[src/rtl/pipe_spawn_scheduler_if.sv]
// Handshake bundle between the pipe spawn scheduler and its neighbours.
// Optional SPAWN_COUNT_EN adds the spawn_count field.
interface pipe_spawn_if #(
    parameter int NUM_SLOTS = 4
);
    localparam int SW = $clog2(NUM_SLOTS);

    logic                 run;
    logic                 tick;
    logic [3:0]           rnd;
    logic [NUM_SLOTS-1:0] slot_free;
    logic                 spawn_ack;
    logic                 spawn_valid;
    logic [SW-1:0]        spawn_slot;
    logic [3:0]           spawn_gap;
    logic                 busy;
`ifdef SPAWN_COUNT_EN
    logic [7:0]           spawn_count;

    modport master (
        input  run, tick, rnd, slot_free, spawn_ack,
        output spawn_valid, spawn_slot, spawn_gap, busy, spawn_count
    );
    modport slave (
        output run, tick, rnd, slot_free, spawn_ack,
        input  spawn_valid, spawn_slot, spawn_gap, busy, spawn_count
    );
`else
    modport master (
        input  run, tick, rnd, slot_free, spawn_ack,
        output spawn_valid, spawn_slot, spawn_gap, busy
    );
    modport slave (
        output run, tick, rnd, slot_free, spawn_ack,
        input  spawn_valid, spawn_slot, spawn_gap, busy
    );
`endif
endinterface

[src/rtl/pipe_spawn_scheduler.sv]
// Pipe spawn scheduler: counts ticks, shapes a random gap row, offers it to the lowest free slot.
// Optional macro SPAWN_COUNT_EN adds a saturating 8-bit accepted-spawn counter.
module pipe_spawn_scheduler #(
    parameter int SPAWN_INTERVAL = 8,
    parameter int NUM_SLOTS      = 4,
    parameter int GAP_MIN        = 2,
    parameter int GAP_MAX        = 11,
    parameter int MAX_STEP       = 3
) (
    input  logic      clk,
    input  logic      reset,
    pipe_spawn_if.master bus
);
    localparam int         SW       = $clog2(NUM_SLOTS);
    localparam int         CW       = $clog2(SPAWN_INTERVAL + 1);
    localparam logic [4:0] L_MIN    = 5'(GAP_MIN);
    localparam logic [4:0] L_MAX    = 5'(GAP_MAX);
    localparam logic [4:0] L_STEP   = 5'(MAX_STEP);
    localparam logic [3:0] GAP_INIT = 4'((GAP_MIN + GAP_MAX) / 2);

    typedef enum logic [2:0] {
        IDLE,
        COUNT,
        SAMPLE,
        WAIT_SLOT,
        OFFER
    } state_t;

    state_t        r_state;
    state_t        w_next;
    logic [CW-1:0] r_cnt;
    logic [3:0]    r_prev_gap;
    logic [3:0]    r_gap;
    logic [SW-1:0] r_slot;

    logic          w_cnt_clr;
    logic          w_cnt_inc;
    logic          w_load_gap;
    logic          w_load_slot;
    logic          w_accept;
    logic          w_any_free;
    logic [SW-1:0] w_sel;
    logic          w_found;
    logic [4:0]    w_rnd5;
    logic [4:0]    w_prev5;
    logic [4:0]    w_clamp;
    logic [3:0]    w_shaped;

    assign w_any_free = |bus.slot_free;

    // Lowest-indexed free slot wins.
    always_comb begin
        w_sel   = '0;
        w_found = 1'b0;
        for (int unsigned i = 0; i < NUM_SLOTS; i++) begin
            if (bus.slot_free[i] && !w_found) begin
                w_sel   = SW'(i);
                w_found = 1'b1;
            end
        end
    end

    // Clamp into the legal band, then limit the step from the previous gap (5-bit, no wrap).
    always_comb begin
        w_rnd5  = {1'b0, bus.rnd};
        w_prev5 = {1'b0, r_prev_gap};
        if (w_rnd5 < L_MIN)
            w_clamp = L_MIN;
        else if (w_rnd5 > L_MAX)
            w_clamp = L_MAX;
        else
            w_clamp = w_rnd5;

        if (w_clamp > w_prev5 + L_STEP)
            w_shaped = 4'(w_prev5 + L_STEP);
        else if (w_clamp + L_STEP < w_prev5)
            w_shaped = 4'(w_prev5 - L_STEP);
        else
            w_shaped = 4'(w_clamp);
    end

    always_comb begin
        w_next      = r_state;
        w_cnt_clr   = 1'b0;
        w_cnt_inc   = 1'b0;
        w_load_gap  = 1'b0;
        w_load_slot = 1'b0;
        w_accept    = 1'b0;
        if (!bus.run) begin
            w_next    = IDLE;
            w_cnt_clr = 1'b1;
        end else begin
            unique case (r_state)
                IDLE: begin
                    w_next    = COUNT;
                    w_cnt_clr = 1'b1;
                end
                COUNT: begin
                    if (bus.tick) begin
                        if (r_cnt == CW'(SPAWN_INTERVAL - 1)) begin
                            w_cnt_clr = 1'b1;
                            w_next    = SAMPLE;
                        end else begin
                            w_cnt_inc = 1'b1;
                        end
                    end
                end
                SAMPLE: begin
                    w_load_gap = 1'b1;
                    if (w_any_free) begin
                        w_next      = OFFER;
                        w_load_slot = 1'b1;
                    end else begin
                        w_next = WAIT_SLOT;
                    end
                end
                WAIT_SLOT: begin
                    if (w_any_free) begin
                        w_next      = OFFER;
                        w_load_slot = 1'b1;
                    end
                end
                OFFER: begin
                    if (bus.spawn_ack) begin
                        w_accept  = 1'b1;
                        w_cnt_clr = 1'b1;
                        w_next    = COUNT;
                    end
                end
                default: w_next = IDLE;
            endcase
        end
    end

    always_ff @(posedge clk) begin
        if (reset) begin
            r_state    <= IDLE;
            r_cnt      <= '0;
            r_prev_gap <= GAP_INIT;
            r_gap      <= '0;
            r_slot     <= '0;
        end else begin
            r_state <= w_next;
            if (w_cnt_clr)
                r_cnt <= '0;
            else if (w_cnt_inc)
                r_cnt <= r_cnt + 1'b1;
            // Dropping run restarts the gap walk even if an ack arrives in the same cycle.
            if (!bus.run)
                r_prev_gap <= GAP_INIT;
            else if (w_accept)
                r_prev_gap <= r_gap;
            if (w_load_gap)
                r_gap <= w_shaped;
            if (w_load_slot)
                r_slot <= w_sel;
        end
    end

    assign bus.spawn_valid = (r_state == OFFER);
    assign bus.busy        = (r_state != IDLE);
    assign bus.spawn_slot  = r_slot;
    assign bus.spawn_gap   = r_gap;

`ifdef SPAWN_COUNT_EN
    logic [7:0] r_spawn_count;

    always_ff @(posedge clk) begin
        if (reset)
            r_spawn_count <= '0;
        else if (bus.spawn_valid && bus.spawn_ack && (r_spawn_count != 8'hFF))
            r_spawn_count <= r_spawn_count + 8'd1;
    end

    assign bus.spawn_count = r_spawn_count;
`endif
endmodule
[src/flat_wrapper.sv]
// flat-port wrapper written by rule: the top's interface ports become plain ports
module pipe_spawn_scheduler_flat 
#(
    parameter int SPAWN_INTERVAL = 8,
    parameter int NUM_SLOTS      = 4,
    parameter int GAP_MIN        = 2,
    parameter int GAP_MAX        = 11,
    parameter int MAX_STEP       = 3
)
  (clk, reset, bus_run, bus_tick, bus_rnd, bus_slot_free, bus_spawn_ack, bus_spawn_valid, bus_spawn_slot, bus_spawn_gap, bus_busy);
  pipe_spawn_if #(.NUM_SLOTS(NUM_SLOTS)) bus_i ();
  input  logic clk;
  input  logic reset;
  input wire logic [$bits(bus_i.run)-1:0] bus_run;
  input wire logic [$bits(bus_i.tick)-1:0] bus_tick;
  input wire logic [$bits(bus_i.rnd)-1:0] bus_rnd;
  input wire logic [$bits(bus_i.slot_free)-1:0] bus_slot_free;
  input wire logic [$bits(bus_i.spawn_ack)-1:0] bus_spawn_ack;
  output wire logic [$bits(bus_i.spawn_valid)-1:0] bus_spawn_valid;
  output wire logic [$bits(bus_i.spawn_slot)-1:0] bus_spawn_slot;
  output wire logic [$bits(bus_i.spawn_gap)-1:0] bus_spawn_gap;
  output wire logic [$bits(bus_i.busy)-1:0] bus_busy;
  assign bus_i.run = bus_run;
  assign bus_i.tick = bus_tick;
  assign bus_i.rnd = bus_rnd;
  assign bus_i.slot_free = bus_slot_free;
  assign bus_i.spawn_ack = bus_spawn_ack;
  assign bus_spawn_valid = bus_i.spawn_valid;
  assign bus_spawn_slot = bus_i.spawn_slot;
  assign bus_spawn_gap = bus_i.spawn_gap;
  assign bus_busy = bus_i.busy;
  pipe_spawn_scheduler #(.SPAWN_INTERVAL(SPAWN_INTERVAL), .NUM_SLOTS(NUM_SLOTS), .GAP_MIN(GAP_MIN), .GAP_MAX(GAP_MAX), .MAX_STEP(MAX_STEP)) u_core (.clk(clk), .reset(reset), .bus(bus_i));
endmodule
[config.mk]
export PLATFORM = sky130hd
export DESIGN_NAME = pipe_spawn_scheduler_flat
export DESIGN_NICKNAME = d
export VERILOG_FILES = /design/src/rtl/pipe_spawn_scheduler_if.sv /design/src/rtl/pipe_spawn_scheduler.sv /design/src/flat_wrapper.sv
export SDC_FILE = /design/constraint.sdc
export NUM_CORES = 1
export LEC_CHECK = 0
export CAP_MARGIN = 0
export CELL_PAD_IN_SITES_DETAIL_PLACEMENT = 1
export CELL_PAD_IN_SITES_GLOBAL_PLACEMENT = 2
export CORE_MARGIN = 5
export CORE_UTILIZATION = 27
export CTS_BUF_LIST = sky130_fd_sc_hd__clkbuf_4
export DETAILED_ROUTE_END_ITERATION = 16
export GPL_ROUTABILITY_DRIVEN = 1
export PLACE_DENSITY = 0.74
export SLEW_MARGIN = 20
export SYNTH_ARGS = -nofsm -noshare
export SYNTH_HDL_FRONTEND = slang
export SYNTH_SLANG_ARGS = --single-unit
[constraint.sdc]
create_clock -name clk -period 3.5 [get_ports clk]
set_input_delay 0.525 -clock clk [delete_from_list [all_inputs] [get_ports clk]]
set_output_delay 0.525 -clock clk [all_outputs]
set_load 0.05 [all_outputs]
Yosys cells after proc, flatten, opt, wreduce, memory -nomap -nowiden
Index checks and enable logic that the tools add are counted.
{"block": "word_totals", "reg_bits": 17, "word_cells": 68, "output_inout_bits": 8}
{"block": "classes", "eq_ne": 9, "n_addsub": 4, "order_cmp": 4, "n_bitwise": 1, "mux": 32, "n_reduce_logical": 13}
{"op": "1-bit 2-to-1 mux", "count": 19}
{"op": "3-bit 2-to-1 mux", "count": 5}
{"op": "3-bit one-hot mux with 5 select lines", "count": 1}
{"op": "4-bit 2-to-1 mux", "count": 3}
{"op": "3-bit by 2-bit == test with 1-bit output (second input constant)", "count": 2}
{"op": "2-bit OR reduction", "count": 3}
{"op": "4-bit by 2-bit adder with 5-bit output (second input constant)", "count": 1}
{"op": "5-bit by 2-bit adder with 5-bit output (second input constant)", "count": 1}
{"op": "5-bit > comparator", "count": 1}
{"op": "5-bit by 4-bit less-than comparator with 1-bit output", "count": 1}
{"op": "5-bit 2-to-1 mux", "count": 1}
{"op": "4-bit by 1-bit adder with 4-bit output (second input constant)", "count": 1}
{"op": "4-bit by 3-bit == test with 1-bit output (second input constant)", "count": 1}
{"op": "4-bit > comparator (second input constant)", "count": 1}
{"op": "4-bit by 2-bit less-than comparator with 1-bit output (second input constant)", "count": 1}
{"op": "2-bit 2-to-1 mux", "count": 2}
{"op": "2-bit by 1-bit inequality test with 1-bit output (second input constant)", "count": 2}
{"op": "2-bit inequality test (second input constant)", "count": 2}
{"op": "4-bit AND reduction", "count": 1}
{"op": "4-bit OR reduction", "count": 1}
{"op": "4-bit by 2-bit subtractor with 4-bit output (second input constant)", "count": 1}
{"op": "3-bit by 1-bit == test with 1-bit output (second input constant)", "count": 1}
{"op": "3-bit == test (second input constant)", "count": 1}
{"op": "1-bit logical AND", "count": 3}
{"op": "5 further kinds", "count": 7}

Logic depth before layout (Yosys ltp)
{"block": "logic_depth", "word_depth": 10, "depth_mapped": 10, "depth_no_buf": 9}

Worst setup path before layout
OpenSTA, ideal clock, no wires.
{"block": "synth_timing", "path_kind": "register to register", "start": "register u_core.r_prev_gap[0]", "end": "register u_core.r_gap[3] (netlist: u_core.bus.spawn_gap[3])", "n_path_buf": 0, "period_less_slack_ns": 2.483, "setup_ns": 0.091, "arrival_time_ns": 2.392, "path_slack_ns": 1.017, "path_stages_with_launch": 10, "t_required_ns": 3.409, "cell_sequence": "dfxtp_1 -> inv_1 -> ha_1 -> xor2_1 -> ha_1 -> a311o_1 -> a31oi_1 -> o211ai_4 -> a211o_1 -> a311oi_1"}
{"block": "synth_via", "elab_chain_len": 3}
{"item": "from (decl)", "line": "pipe_spawn_scheduler.sv:32", "source": "logic [3:0] r_prev_gap;"}
{"item": "from (signal assigned)", "line": "pipe_spawn_scheduler.sv:152", "source": "r_prev_gap <= r_gap;"}
{"item": "4-bit by 2-bit adder with 5-bit output (tied with other cells)", "line": "pipe_spawn_scheduler.sv:74", "source": "if (w_clamp > w_prev5 + L_STEP)"}
{"item": "5-bit > comparator / 4-bit 2-to-1 mux (equally long branches)", "line": "pipe_spawn_scheduler.sv:74, pipe_spawn_scheduler.sv:76"}
{"item": "4-bit 2-to-1 mux (*)", "line": "pipe_spawn_scheduler.sv:74"}
{"item": "to (signal assigned)", "line": "pipe_spawn_scheduler.sv:154", "source": "r_gap <= w_shaped;"}
{"item": "to (decl)", "line": "pipe_spawn_scheduler.sv:33", "source": "logic [3:0] r_gap;"}
Every way passes the cells marked *; elsewhere a longest branch is shown, timed or not.
A chain may end at the register's enable or synchronous reset.

Worst setup path after layout
{"block": "layout_timing", "start": "input bus_rnd[3]", "end": "register u_core.r_gap[1] (netlist: u_core.bus.spawn_gap[1])"}
{"block": "layout_via", "elab_chain_len": 7}
{"item": "from (decl)", "line": "flat_wrapper.sv:16", "source": "input wire logic [$bits(bus_i.rnd)-1:0] bus_rnd;"}
{"item": "4-bit > comparator", "line": "pipe_spawn_scheduler.sv:69", "source": "else if (w_rnd5 > L_MAX)"}
{"item": "4-bit 2-to-1 mux", "line": "pipe_spawn_scheduler.sv:69"}
{"item": "5-bit 2-to-1 mux (*)", "line": "pipe_spawn_scheduler.sv:67", "source": "if (w_rnd5 < L_MIN)"}
{"item": "5-bit by 2-bit adder with 5-bit output", "line": "pipe_spawn_scheduler.sv:76", "source": "else if (w_clamp + L_STEP < w_prev5)"}
{"item": "5-bit by 4-bit less-than comparator with 1-bit output", "line": "pipe_spawn_scheduler.sv:76"}
{"item": "4-bit 2-to-1 mux", "line": "pipe_spawn_scheduler.sv:76"}
{"item": "4-bit 2-to-1 mux (*)", "line": "pipe_spawn_scheduler.sv:74"}
Marked as above.

==> metrics.yaml <==
outcome:
  status: "finished, final reports clean"
critical_path:
  required_ns: 3.68
  critPathKind: "input port to flip-flop"
  crit_start: "bus_rnd[3]"
  critPathMaxFanout: 9
  cp-start-kind: "input port"
  cp-end-kind: "flip-flop"
  r2r_setup_slack_ns: 0.74
  r2r-start: "u_core.r_prev_gap[0]"
  arrival_ns: 3.12
power:
  finalPower_uw: 381
  p_leak_nw: 0.590
  comb_power_share: 0.198
  switching_share: 0.287
  powerDensity_nw_per_um2: 246
  ir_drop_mv: 0.120
  p_int_uw: 272
  clock_power_share: 0.291
  seq_power_share: 0.511
  p_switching_uw: 110
sta:
  finalHoldViolCount: 0
  fin_skew_ns: 0.00418
  fin_ws_ns: 0.552
  tightest_slew_ns: 0.741
  setup_tns_ns: 0
  holdWs_ns: 0.518
  setup_viol: 0
  fmax_ghz: 0.339
  max-slew-margin-rel: 0.499
  rsz0062_at_grt: "no"
  timing.final.crit_period_ns: 2.95
  min_period_over_period: 0.842
  maxSlewViolCount: 0
logic_synthesis:
  synth_area_per_cell_um2: 8.27
  ys_ff_latch: 17
  ys_seq_area_frac: 0.267
  yosysWarnings: 0
  ys_types: 48
  synth_top_flop_cell: "dfxtp_1"
  syn_area_um2: 1270
  async_flop_share: 0
  synthTopCellsByArea: "dfxtp_1, ha_1, nor2_1"
  synth_cells: 154
  synth_fp_nets: 177
  synth.largest_area_cell: "dfxtp_1"
  synth_edf_count: 0
  yosysTopAreaCellShare: 0.267
grt:
  grtUsageTotal: 0.122
  grt_pass1_wl_um: 6140
  grt_pass1_vias: 1275
  grt_start_max_net_pins: 12
  overflow: 0
  antenna_found_initial: 0
floorplanning:
  initial_utilization: 0.273
  die_w_um: 78.7
  dieArea_um2: 6190
  core_area_um2: 4660
  die_h_um: 78.7
  rows: 25
  io_pins: 21
placement:
  dpl.cell_count: 224
  place.gp.congestion: 0.807
  hpwl_um: 2980
  dpl_cell_area_um2: 1520
  pre_cts_slack_ns: 0.254
  io_buffer_count: 20
clock_tree:
  cts_num_sinks: 17
  cts_buffers: 3
  path_clk_slew_ns: 0.10
  hold_buffers: 0
  h-tree-depth: 1
  clockBufferDepth: 2
  cts_tree: "built"
  cts_root_buf: "clkbuf_4"
  insertion_delay_ns: 0.30
  cts_post_setup_buffers_inserted: 0
  cts_resized: 0
min_path:
  worst_hold_startpoint: "u_core.bus.spawn_slot[1]"
  min_path_type: "flip-flop to flip-flop"
drt:
  routed_wl_um: 3580
  post_drt_via_cell_ratio: 5.39
  wl_per_cell_um: 15.7
  route.detailed.drc: 0
  ant_nets: 0
  dr.pass1.iters: 4
  vias: 1229
  drt_iter0_markers: 38
finish:
  drive_gt1_frac: 0.0575
  design_area_um2: 1550
  final_core_utilization: 0.332
  antenna_cells: 0
  instances_no_fill: 228
  layout.nets: 198
  syn_to_final_growth_pct: 21.5
flow_run:
  drv_cap: 0
[routing by layer]
metal	global-route usage	vias to the layer above	wire length [um]
met3	0.0218	4	72
met4	0.0245	0	33
met1	0.154	601	1680
met5	0	-	0
li1	-	604	-
met2	0.217	20	1800
[cell usage in the layout (no fill, tap or decap), types with 4 or more instances in the layout]
master / count
dfxtp_1: 17
mux2i_1: 4
nor2_1: 21
nand2_1: 8
nand2b_1: 4
xnor2_1: 5
and3_1: 4
a21oi_1: 9
ha_1: 10
nand3b_1: 5
inv_1: 7
o211ai_1: 4
o21ai_0: 6
clkdlybuf4s50_1: 20
[cells in the mapped netlist, drive strengths merged, types with 2 or more instances]
master and number:
o211ai 5, dfxtp 17, nor3b 2, ha 10
and2 2, a311oi 2, buf 3, and3 4
o21ai 6, inv 7, nand4 3, nor2 21
a211o 3, nor2b 3, xnor2 5, a21oi 9
mux2i 4, nor3 3, or3 2, xor2 3
nand2b 4, nand2 8, nand3b 5, clkbuf 2
[cell families (layout without fill, tap and decap cells)]
kind of cell | count (synthesis) | in the layout | synth area share
AND/OR/NAND/NOR | 67 | 67 | 0.301
AO/OA/AOI/OAI | 36 | 36 | 0.204
flip-flops | 17 | 17 | 0.267
buffers and inverters | 12 | 32 | 0.0432
adder cells (fa/ha/maj) | 10 | 10 | 0.0982
XOR/XNOR | 8 | 8 | 0.0550
multiplexers | 4 | 4 | 0.0314
[worst paths after layout]
check                             endpoint  cells past startpoint
setup / recovery   u_core.bus.spawn_gap[1]                      8
hold / removal    u_core.bus.spawn_slot[1]                      2
setup reg to reg   u_core.bus.spawn_gap[1]                     10
hold reg to reg   u_core.bus.spawn_slot[1]                      2
[layout make-up]
cell class / count / area (um^2)
Clock buffer: 3 / 22.5
Clock inverter: 1 / 5.00
Fill cell: 550 / 3110
Inverter: 7 / 26.3
Multi-Input combinational cell: 125 / 878
Sequential cell: 17 / 340
Tap cell: 54 / 67.6
Timing Repair Buffer: 21 / 208
[power by group through the flow]
| stage | logic (mW) | registers, mW | clock network [mW] |
|---|---|---|---|
| after CTS | 0.0760 | 0.195 | 0.116 |
| after global placement | 0.0723 | 0.199 | 0 |
| after global routing | 0.0839 | 0.195 | 0.122 |
| after floorplan | 0.0476 | 0.199 | 0 |
| after detailed placement | 0.0757 | 0.199 | 0 |
| final | 0.0756 | 0.195 | 0.111 |
[registers in the layout, summed over array words and instances (netlist names)]
register,flops
u_core.bus.spawn_slot,2
u_core.r_cnt,4
u_core.bus.spawn_gap,4
u_core.r_prev_gap,4
u_core.r_state,3
[critical path, cell delays in order]
cell	delay, ns
clkdlybuf4s50_1	0.64
and2b_1	0.28
ha_1	0.35
a311o_1	0.38
a31oi_1	0.25
o211ai_4	0.15
a2111oi_1	0.45
a311oi_1	0.09
Note: power is estimated with default switching activity, not from simulation.
